File: src/rtl/seg_arb_pkg.sv
// Shared definitions for the seven-segment source arbiter.
package seg_arb_pkg;

  // Width of one display word: four hex digits.
  localparam int unsigned DISP_W = 16;

  // Arbiter FSM: background display or holding a granted event.
  typedef enum logic {
    StIdle,
    StShow
  } arb_state_e;

endpackage

File: src/rtl/rr_pick.sv
// Combinational N-way round-robin picker. Searches rr_ptr+1 .. rr_ptr with wrap,
// so the most recently granted requester has the lowest priority.
module rr_pick #(
  parameter int unsigned N = 3
) (
  input  logic [N-1:0]         pend,
  input  logic [$clog2(N)-1:0] rr_ptr,
  output logic                 any,
  output logic [$clog2(N)-1:0] grant
);

  localparam int unsigned IW = $clog2(N);

  logic [IW-1:0] idx;

  // Walk the offsets from farthest to nearest so the nearest pending one wins.
  always_comb begin
    any   = 1'b0;
    grant = '0;
    idx   = '0;
    for (int unsigned off = N; off >= 1; off--) begin
      idx = IW'((32'(rr_ptr) + off) % N);
      if (pend[idx]) begin
        any   = 1'b1;
        grant = idx;
      end
    end
  end

endmodule

File: src/rtl/seg_source_arbiter.sv
// Shares the seven-segment display between N_REQ one-cycle event sources and a
// background word. Each captured event is held on the display for HOLD_CYCLES;
// pending events are served round-robin, back to back, without a background gap.
module seg_source_arbiter
  import seg_arb_pkg::*;
#(
  parameter int unsigned N_REQ       = 3,
  parameter int unsigned DATA_W      = DISP_W,
  parameter int unsigned HOLD_CYCLES = 100_000_000
) (
  input  logic                     clk,
  input  logic                     reset,
  input  logic [N_REQ-1:0]         req,
  input  logic [N_REQ*DATA_W-1:0]  req_data,
  input  logic [DATA_W-1:0]        bg_data,
  output logic [DATA_W-1:0]        disp_data,
  output logic [$clog2(N_REQ)-1:0] disp_src,
  output logic                     disp_bg,
  output logic [N_REQ-1:0]         ack,
  output logic [N_REQ-1:0]         overrun,
  output logic                     busy
);

  localparam int unsigned SW = $clog2(N_REQ);
  localparam int unsigned HW = $clog2(HOLD_CYCLES);

  arb_state_e        state_q, state_d;
  logic [N_REQ-1:0]  pend_q, pend_d;
  logic [DATA_W-1:0] pend_data_q [N_REQ];
  logic [DATA_W-1:0] pend_data_d [N_REQ];
  logic [HW-1:0]     hold_cnt_q, hold_cnt_d;
  logic [SW-1:0]     rr_ptr_q, rr_ptr_d;
  logic [DATA_W-1:0] disp_data_q, disp_data_d;
  logic [SW-1:0]     disp_src_q, disp_src_d;
  logic              disp_bg_q, disp_bg_d;
  logic [N_REQ-1:0]  ack_q, ack_d;
  logic [N_REQ-1:0]  overrun_q, overrun_d;

  logic              pick_any;
  logic [SW-1:0]     pick_idx;
  logic              grant_now;
  logic [N_REQ-1:0]  clear;

  rr_pick #(
    .N (N_REQ)
  ) u_rr_pick (
    .pend   (pend_q),
    .rr_ptr (rr_ptr_q),
    .any    (pick_any),
    .grant  (pick_idx)
  );

  // Next-state: FSM, hold counter, grant bookkeeping and event capture.
  always_comb begin
    state_d     = state_q;
    hold_cnt_d  = hold_cnt_q;
    rr_ptr_d    = rr_ptr_q;
    disp_data_d = disp_data_q;
    disp_src_d  = disp_src_q;
    disp_bg_d   = disp_bg_q;
    ack_d       = '0;
    clear       = '0;
    grant_now   = 1'b0;
    pend_data_d = pend_data_q;

    unique case (state_q)
      StIdle: begin
        disp_data_d = bg_data;
        disp_bg_d   = 1'b1;
        grant_now   = pick_any;
      end
      StShow: begin
        hold_cnt_d = hold_cnt_q + HW'(1);
        if (hold_cnt_q == HW'(HOLD_CYCLES - 1)) begin
          if (pick_any) begin
            grant_now = 1'b1;
          end else begin
            state_d     = StIdle;
            hold_cnt_d  = '0;
            disp_data_d = bg_data;
            disp_bg_d   = 1'b1;
          end
        end
      end
      default: state_d = StIdle;
    endcase

    // The slot register still holds the old word here, so a same-cycle
    // re-capture is displayed later rather than replacing this grant.
    if (grant_now) begin
      state_d          = StShow;
      disp_data_d      = pend_data_q[pick_idx];
      disp_src_d       = pick_idx;
      disp_bg_d        = 1'b0;
      ack_d[pick_idx]  = 1'b1;
      clear[pick_idx]  = 1'b1;
      rr_ptr_d         = pick_idx;
      hold_cnt_d       = '0;
    end

    // A new pulse beats the grant's clear on the same requester.
    pend_d    = (pend_q & ~clear) | req;
    overrun_d = overrun_q | (req & pend_q);
    for (int unsigned i = 0; i < N_REQ; i++) begin
      if (req[i]) begin
        pend_data_d[i] = req_data[i*DATA_W +: DATA_W];
      end
    end
  end

  // State registers with synchronous reset; pending events are dropped on reset.
  always_ff @(posedge clk) begin
    if (reset) begin
      state_q     <= StIdle;
      pend_q      <= '0;
      hold_cnt_q  <= '0;
      rr_ptr_q    <= SW'(N_REQ - 1);
      disp_data_q <= '0;
      disp_src_q  <= '0;
      disp_bg_q   <= 1'b1;
      ack_q       <= '0;
      overrun_q   <= '0;
      for (int unsigned i = 0; i < N_REQ; i++) begin
        pend_data_q[i] <= '0;
      end
    end else begin
      state_q     <= state_d;
      pend_q      <= pend_d;
      hold_cnt_q  <= hold_cnt_d;
      rr_ptr_q    <= rr_ptr_d;
      disp_data_q <= disp_data_d;
      disp_src_q  <= disp_src_d;
      disp_bg_q   <= disp_bg_d;
      ack_q       <= ack_d;
      overrun_q   <= overrun_d;
      pend_data_q <= pend_data_d;
    end
  end

  assign disp_data = disp_data_q;
  assign disp_src  = disp_src_q;
  assign disp_bg   = disp_bg_q;
  assign ack       = ack_q;
  assign overrun   = overrun_q;
  assign busy      = (state_q == StShow);

endmodule

File: config.mk
export PLATFORM = sky130hd
export DESIGN_NAME = seg_source_arbiter
export DESIGN_NICKNAME = d
export VERILOG_FILES = /design/src/rtl/seg_arb_pkg.sv /design/src/rtl/rr_pick.sv /design/src/rtl/seg_source_arbiter.sv
export SDC_FILE = /design/constraint.sdc
export NUM_CORES = 1
export LEC_CHECK = 0
export CAP_MARGIN = 20
export CELL_PAD_IN_SITES_DETAIL_PLACEMENT = 0
export CELL_PAD_IN_SITES_GLOBAL_PLACEMENT = 1
export CORE_MARGIN = 3
export CORE_UTILIZATION = 33
export CTS_CLUSTER_DIAMETER = 120
export DETAILED_ROUTE_END_ITERATION = 7
export PLACE_DENSITY_LB_ADDON = 0.1
export REMOVE_ABC_BUFFERS = 1
export SYNTH_ARGS = -nofsm -noshare
export SYNTH_HDL_FRONTEND = slang
export SYNTH_HIERARCHICAL = 1
export SYNTH_SLANG_ARGS = --single-unit
File: constraint.sdc
create_clock -name clk -period 4.91 [get_ports clk]
set_input_delay 0.491 -clock clk [delete_from_list [all_inputs] [get_ports clk]]
set_output_delay 0.491 -clock clk [all_outputs]
set_load 0.05 [all_outputs]
* Word level (Yosys, flattened, before mapping)
Cells that the tools add are included.
** Storage, ports and cells
- Flip-flop bits (word level) :: 106
- Bits of input ports :: 69
- Logic and storage cells :: 72
** Cells by class
- $lt $le $gt $ge :: 6
- Bitwise logic cells :: 7
- Reduce and logical (&&, ||, !) cells :: 3
- Equality and inequality tests :: 3
- Add/sub/neg operators :: 4
- Divide/modulo/power cells :: 3
- Mux-type cells :: 34
** Operators with widths (number)
- $mod 32x2->32 const B :: 3
- $mux 16 :: 5
- $mux 27 :: 2
- $bmux 16 s2 :: 1
- $pmux 16 s2 :: 1
- $add 27x1->27 const B :: 1
- $eq 27x27->1 const B :: 1
- $mux 1 :: 15
- $lt 2x3->1 const B :: 4
- $add 2x2->3 const B :: 2
- $and 3x3->3 :: 2
- $bmux 1 s2 :: 3
- $mux 2 :: 3
- $or 3x3->3 :: 2
- $pmux 1 s2 :: 2
- $add 2x1->3 const B :: 1
- $ge 3x3->1 const B :: 1
- $mux 3 :: 1
- $ne 3x1->1 const B :: 1
- $ne 3x2->1 const B :: 1
- $not 2->3 :: 1
- $not 3->3 :: 1
- $demux 1 s2 :: 1
- $ge 2x1->1 const B :: 1
- other kinds (4) :: 4

* Depth between registers and ports, before layout
- Depth in word-level cells :: 15
- Mapped depth :: 15

* Modules after synthesis
The synthesis kept the hierarchy.
** Modules (own cells, without submodules)
- seg_source_arbiter :: cells each 496, seq. area each 2102.0 um^2, area an instance 4489.3 um^2, times used 1
- rr_pick :: cells each 36, seq. area each 0.0 um^2, area an instance 245.2 um^2, times used 1

* Worst setup path before layout
OpenSTA, ideal clock, no wires.
- Path type :: register -> register
- Start point :: register rr_ptr_q[0]
- End point :: register disp_data_q[10] (netlist: disp_data[10])
- Period minus slack after synthesis :: 2545 ps
- Slack :: 2365 ps
- Arrival time :: 2475 ps
- Cell stages (with the launch flop) :: 16
- Required time :: 4840 ps
- Cells stage by stage :: dfxtp_1 -> inv_1 -> ha_1 -> buf_6 -> nand2b_1 -> a21oi_1 -> a211oi_1 -> o21bai_1 -> clkbuf_1 -> nor2b_1 -> clkbuf_1 -> clkbuf_1 -> nand2_1 -> o211ai_1 -> o211ai_1 -> a21oi_1
** Between the ends
- Cells in the longest elaborated chain, start to end :: 12
** Ends and longest elaborated chain
- start, declared :: RTL line seg_source_arbiter.sv:32 : logic [SW-1:0] rr_ptr_q, rr_ptr_d;
- start signal, assigned :: RTL line seg_source_arbiter.sv:117 : rr_ptr_q <= SW'(N_REQ - 1);
- start signal, assigned :: RTL line seg_source_arbiter.sv:130 : rr_ptr_q <= rr_ptr_d;
- $add 2x2->3 :: RTL line rr_pick.sv:22 : idx = IW'((32'(rr_ptr) + off) % N);
- $mod 32x2->32 :: RTL line rr_pick.sv:22
- $bmux 1 s2 :: RTL line rr_pick.sv:23 : if (pend[idx]) begin
- $mux 1 (implied by the code) :: RTL line rr_pick.sv:23
- $mux 2 (2 in series) :: RTL line rr_pick.sv:23
- $mux 2 * :: RTL line rr_pick.sv:23
- via pick_idx[0] :: RTL line seg_source_arbiter.sv:40 : logic [SW-1:0] pick_idx;
- $not 2->3 (implied by the code) * :: RTL line seg_source_arbiter.sv:92 : disp_data_d = pend_data_q[pick_idx];
- $bmux 16 s2 * :: RTL line seg_source_arbiter.sv:92
- $mux 16 (implied by the code) * (2 in series) :: RTL line seg_source_arbiter.sv:92
- $mux 16 * :: RTL line seg_source_arbiter.sv:90 : if (grant_now) begin
- end signal, assigned :: RTL line seg_source_arbiter.sv:131 : disp_data_q <= disp_data_d;
- end, declared :: RTL line seg_source_arbiter.sv:33 : logic [DATA_W-1:0] disp_data_q, disp_data_d;
The timed path passes the listed nets; every way through them passes the cells marked *. The select of a mux whose other input is x is not followed.
A chain may end at the register's enable or synchronous reset.

* Worst setup path in the final report
- Start point :: register rr_ptr_q[0]
- End point :: register disp_data_q[11] (netlist: disp_data[11])
Same word-level chain as after synthesis.

==> metrics.md <==
| Metric | Value |
|---|---|
| Status | `complete, no violations` |
| WS Path Type | `reg -> reg` |
| Die Width | `125.8 um` |
| Setup bufs post-CTS | `0` |
| Worst-Skew Late Latency | `0.35 ns` |
| Drt drc | `0` |
| Count leader, synth | `dfxtp_1` |
| Final worst slack | `1.726 ns` |
| Top cells by count, synth | `dfxtp_1, nor2_1, mux2i_1, nand2_1, o211ai_1` |
| Final hold slack | `0.4714 ns` |
| Vias in the first global route | `4,068` |
| CP endpoint | `disp_data[11]$_SDFFE_PP0P_` |
| First-pass GRT wire length | `21,310 um` |
| Reg power frac | `33.6%` |
| Crit-path max FO | `23` |
| Setup TNS Final | `0 ns` |
| CTS Buf Count | `9` |
| Worst min-delay path class | `reg -> reg` |
| Switching Fraction | `40.56%` |
| Site Rows | `43` |
| Total of fill cells in the finished design | `1,391` |
| Synth Register Bits | `105` |
| Synth area leaders | `dfxtp_1, mux2i_1, nor2_1, o211ai_1, xor2_1` |
| DRT iter0 DRCs | `252` |
| Max_slew headroom | `36.91%` |
| Largest net degree at the start of global routing | `63` |
| R2R setup slack | `1.73 ns` |
| CP top delay family | `compound AO/OA/AOI/OAI gates` |
| Gate power share | `42.7%` |
| CP Launch Type | `register` |
| Cts hold-fix bufs | `0` |
| CTS H-Tree Depth | `3` |
| Worst Path Required | `5.19 ns` |
| Power per cell area | `510.7 mW/mm^2` |
| Buffers plus inverters on the worst setup path | `3` |
| Inst Count DP | `777` |
| Fmax | `314.0 MHz` |
| Post-Layout Cell Count | `794` |
| Post-synthesis cell type count | `49` |
| Area of the mapped netlist | `0.004735 sq mm` |
| Post-route clock period utilization | `64.85%` |
| Leak | `2.291 nW` |
| Fraction of registers with async set/reset | `0%` |
| Initial antenna violation count | `0` |
| I/O pins | `95` |
| CP Depth | `13` |
| Max Slew Vio Count | `0` |
| Maximum clock insertion buffer count | `2` |
| Core footprint | `0.01393 sq mm` |
| Congestion Overflow GR | `0` |
| Pre-Repair DR Iteration Count | `4` |
| Initial Utilization | `33.98%` |
| Area of the multi-input gates | `0.002439 sq mm` |
| Yosys top cell by area | `dfxtp_1` |
| Fraction of layout cells with a size suffix above 1 | `5.537%` |
| Syn-to-layout area delta | `29.52%` |
| Die Ht | `125.8 um` |
| CTS resizes | `0` |
| Worst VDD drop | `0.0002412 V` |
| Final wirelength | `13,210 um` |
| Die area | `0.01582 sq mm` |
| Worst r2r dst | `disp_data[11]$_SDFFE_PP0P_` |
| Skew final | `0.008520 ns` |
| Post-DP HPWL | `9006 um` |
| # Max-Cap Violations | `0` |
| EDFF count, synth | `0` |
| R2R Path Start | `rr_ptr_q[0]$_SDFFE_PP0P_` |
| YS warnings | `6` |
| Critical path's slowest cell | `ha_1` |
| Pint | `0.001861 W` |
| Fin nets | `683` |
| Switch Pwr | `0.001270 W` |
| Reg area | `0.002102 sq mm` |
| Critical Path Max Stage Delay | `0.49 ns` |
| Syn avg cell area | `8.900 sq um` |
| Min Tclk post-route | `3.184 ns` |
| Clk pwr share | `23.7%` |
| Worst-Margin Slew | `0.9392 ns` |
| Port Buffers | `94` |
| Antenna-violating nets left | `0` |
| Seq/Total Area, Yosys | `44.40%` |
| Root Driver | `clkbuf_16` |
| Worst Setup End Kind | `register` |
| Top_reg_cell synth | `dfxtp_1` |
| Clk pin slew, worst setup/hold paths | `0.07 ns` |
| RSZ-0062 raised after global routing | `false` |
| Vias | `4,025` |
| Global placement routability congestion | `0.7914` |
| # setup viols final | `0` |
| Ant diodes | `0` |
| Place WS | `1.720 ns` |
| Routed WL per cell | `16.64 um` |
| FF-to-FF path depth | `13` |
| CTS tree | `done` |
| Top cell type's share of synthesized area | `44.40%` |
| Worst setup path startpoint | `rr_ptr_q[0]$_SDFFE_PP0P_` |
| GRT Overall Usage | `16.84%` |
| Clk sinks | `105` |
| DR vias/cell | `5.069` |
| Hold Vio Cnt, Final | `0` |
| Cells after Synth | `532` |
| Worst path cell trace | `inv_1 -> ha_1 -> nand2b_1 -> a21boi_1 -> o22ai_1 -> o22ai_2 -> buf_4 -> nor2b_1 -> buf_4 -> nand2_1 -> o211ai_1 -> o211ai_1 -> a21oi_1` |
| Worst path arrival time | `3.46 ns` |
## cell families (layout without fill, tap and decap cells)
| kind of cell | after synthesis | after routing | share of synthesized area, % |
|---|---|---|---|
| AO/OA/AOI/OAI | 92 | 92 | 12.90 |
| XOR/XNOR | 21 | 21 | 3.885 |
| adder cells (fa/ha/maj) | 5 | 5 | 1.321 |
| buffers and inverters | 48 | 130 | 4.545 |
| flip-flops | 105 | 105 | 44.40 |
| multiplexers | 66 | 66 | 13.95 |
| AND/OR/NAND/NOR | 195 | 195 | 19.00 |
## per-stage QoR
step | instance area (sq um) | util (%) | power, W
6_report | 6132 | 44.01 | 0.003132
5_1_grt | 6132 | 44.01 | 0.003311
4_1_cts | 6112 | 43.86 | 0.003137
3_5_place_dp | 5811 | 41.70 | 0.002383
3_3_place_gp | 5811 | 41.70 | 0.002361
2_1_floorplan | 4553 | - | 0.001897
## layer usage
layer / GRT usage [%] / vias to the layer above / routed length (um)
li1: - / 2034 / -
met5: 0 / - / 0
met3: 5.259 / 8 / 662
met1: 21.45 / 1894 / 6096
met4: 3.596 / 0 / 89
met2: 28.26 / 89 / 6363
## cells in the final DEF (no fill, tap or decap), types with 2 or more instances in the layout
cell type and count:
o21ai_0 6, or4_1 5, xor2_1 17, a211oi_1 2
buf_4 10, mux2i_1 66, nand2_1 35, o211ai_1 31
o21ai_4 2, inv_1 8, nand2b_1 4, a31oi_1 3
ha_1 5, xnor2_1 4, dfxtp_1 105, nor2_1 86
nor2b_1 2, nand4_1 12, clkbuf_16 9, a21oi_1 29
o22ai_1 3, nor4_1 3, nand3_1 28, clkdlybuf4s50_1 93
a21boi_0 2, nor3_1 5, o21bai_1 2, inv_6 2
and3_1 8
## registers in the layout (all words and copies together), names as in the netlist
name,count
disp_bg,1
rr_ptr_q,2
disp_src,1
ack,3
overrun,3
pend_q,3
disp_data,16
pend_data_q,48
hold_cnt_q,27
busy,1
## worst register-to-register path: cells and delay by family, from the launching register on
family | cells | cell delay, ns
AOI/OAI and AO/OA | 6 | 0.82
adders and majority gates | 1 | 0.49
and+or+nand+nor | 3 | 0.75
DFF | 1 | 0.40
buffers and inverters | 3 | 0.65
## power groups by stage
| stage | logic, W | registers (W) | clock network (W) |
|---|---|---|---|
| after floorplan | 0.000564 | 0.00133 | 0 |
| after global placement | 0.00129 | 0.00107 | 0 |
| after detailed placement | 0.00131 | 0.00107 | 0 |
| after CTS | 0.00132 | 0.00105 | 0.000768 |
| after global routing | 0.00145 | 0.00106 | 0.000802 |
| final | 0.00134 | 0.00105 | 0.000741 |
## final cells by class
type	instances	area share [%]
inverter	9	0.5509
timing repair buffer	105	16.81
clock inverter	6	1.183
tap	180	3.673
multi-input combinational	379	39.77
sequential	105	34.28
clock buffer	10	3.734
## worst min path at each step
stage / from / cells past startpoint / endpoint / slack (ns)
2_1_floorplan: hold_cnt_q[23]$_SDFFE_PP0P_ / 2 / hold_cnt_q[23]$_SDFFE_PP0P_ / 0.45
3_3_place_gp: overrun[1]$_SDFF_PP0_ / 2 / overrun[1]$_SDFF_PP0_ / 0.46
3_5_place_dp: overrun[1]$_SDFF_PP0_ / 2 / overrun[1]$_SDFF_PP0_ / 0.46
4_1_cts: overrun[1]$_SDFF_PP0_ / 2 / overrun[1]$_SDFF_PP0_ / 0.48
5_1_grt: disp_data[3]$_SDFFE_PP0P_ / 2 / disp_data[3]$_SDFFE_PP0P_ / 0.51
6_report: overrun[1]$_SDFF_PP0_ / 2 / overrun[1]$_SDFF_PP0_ / 0.47
Note: power is estimated with default switching activity, not from simulation.
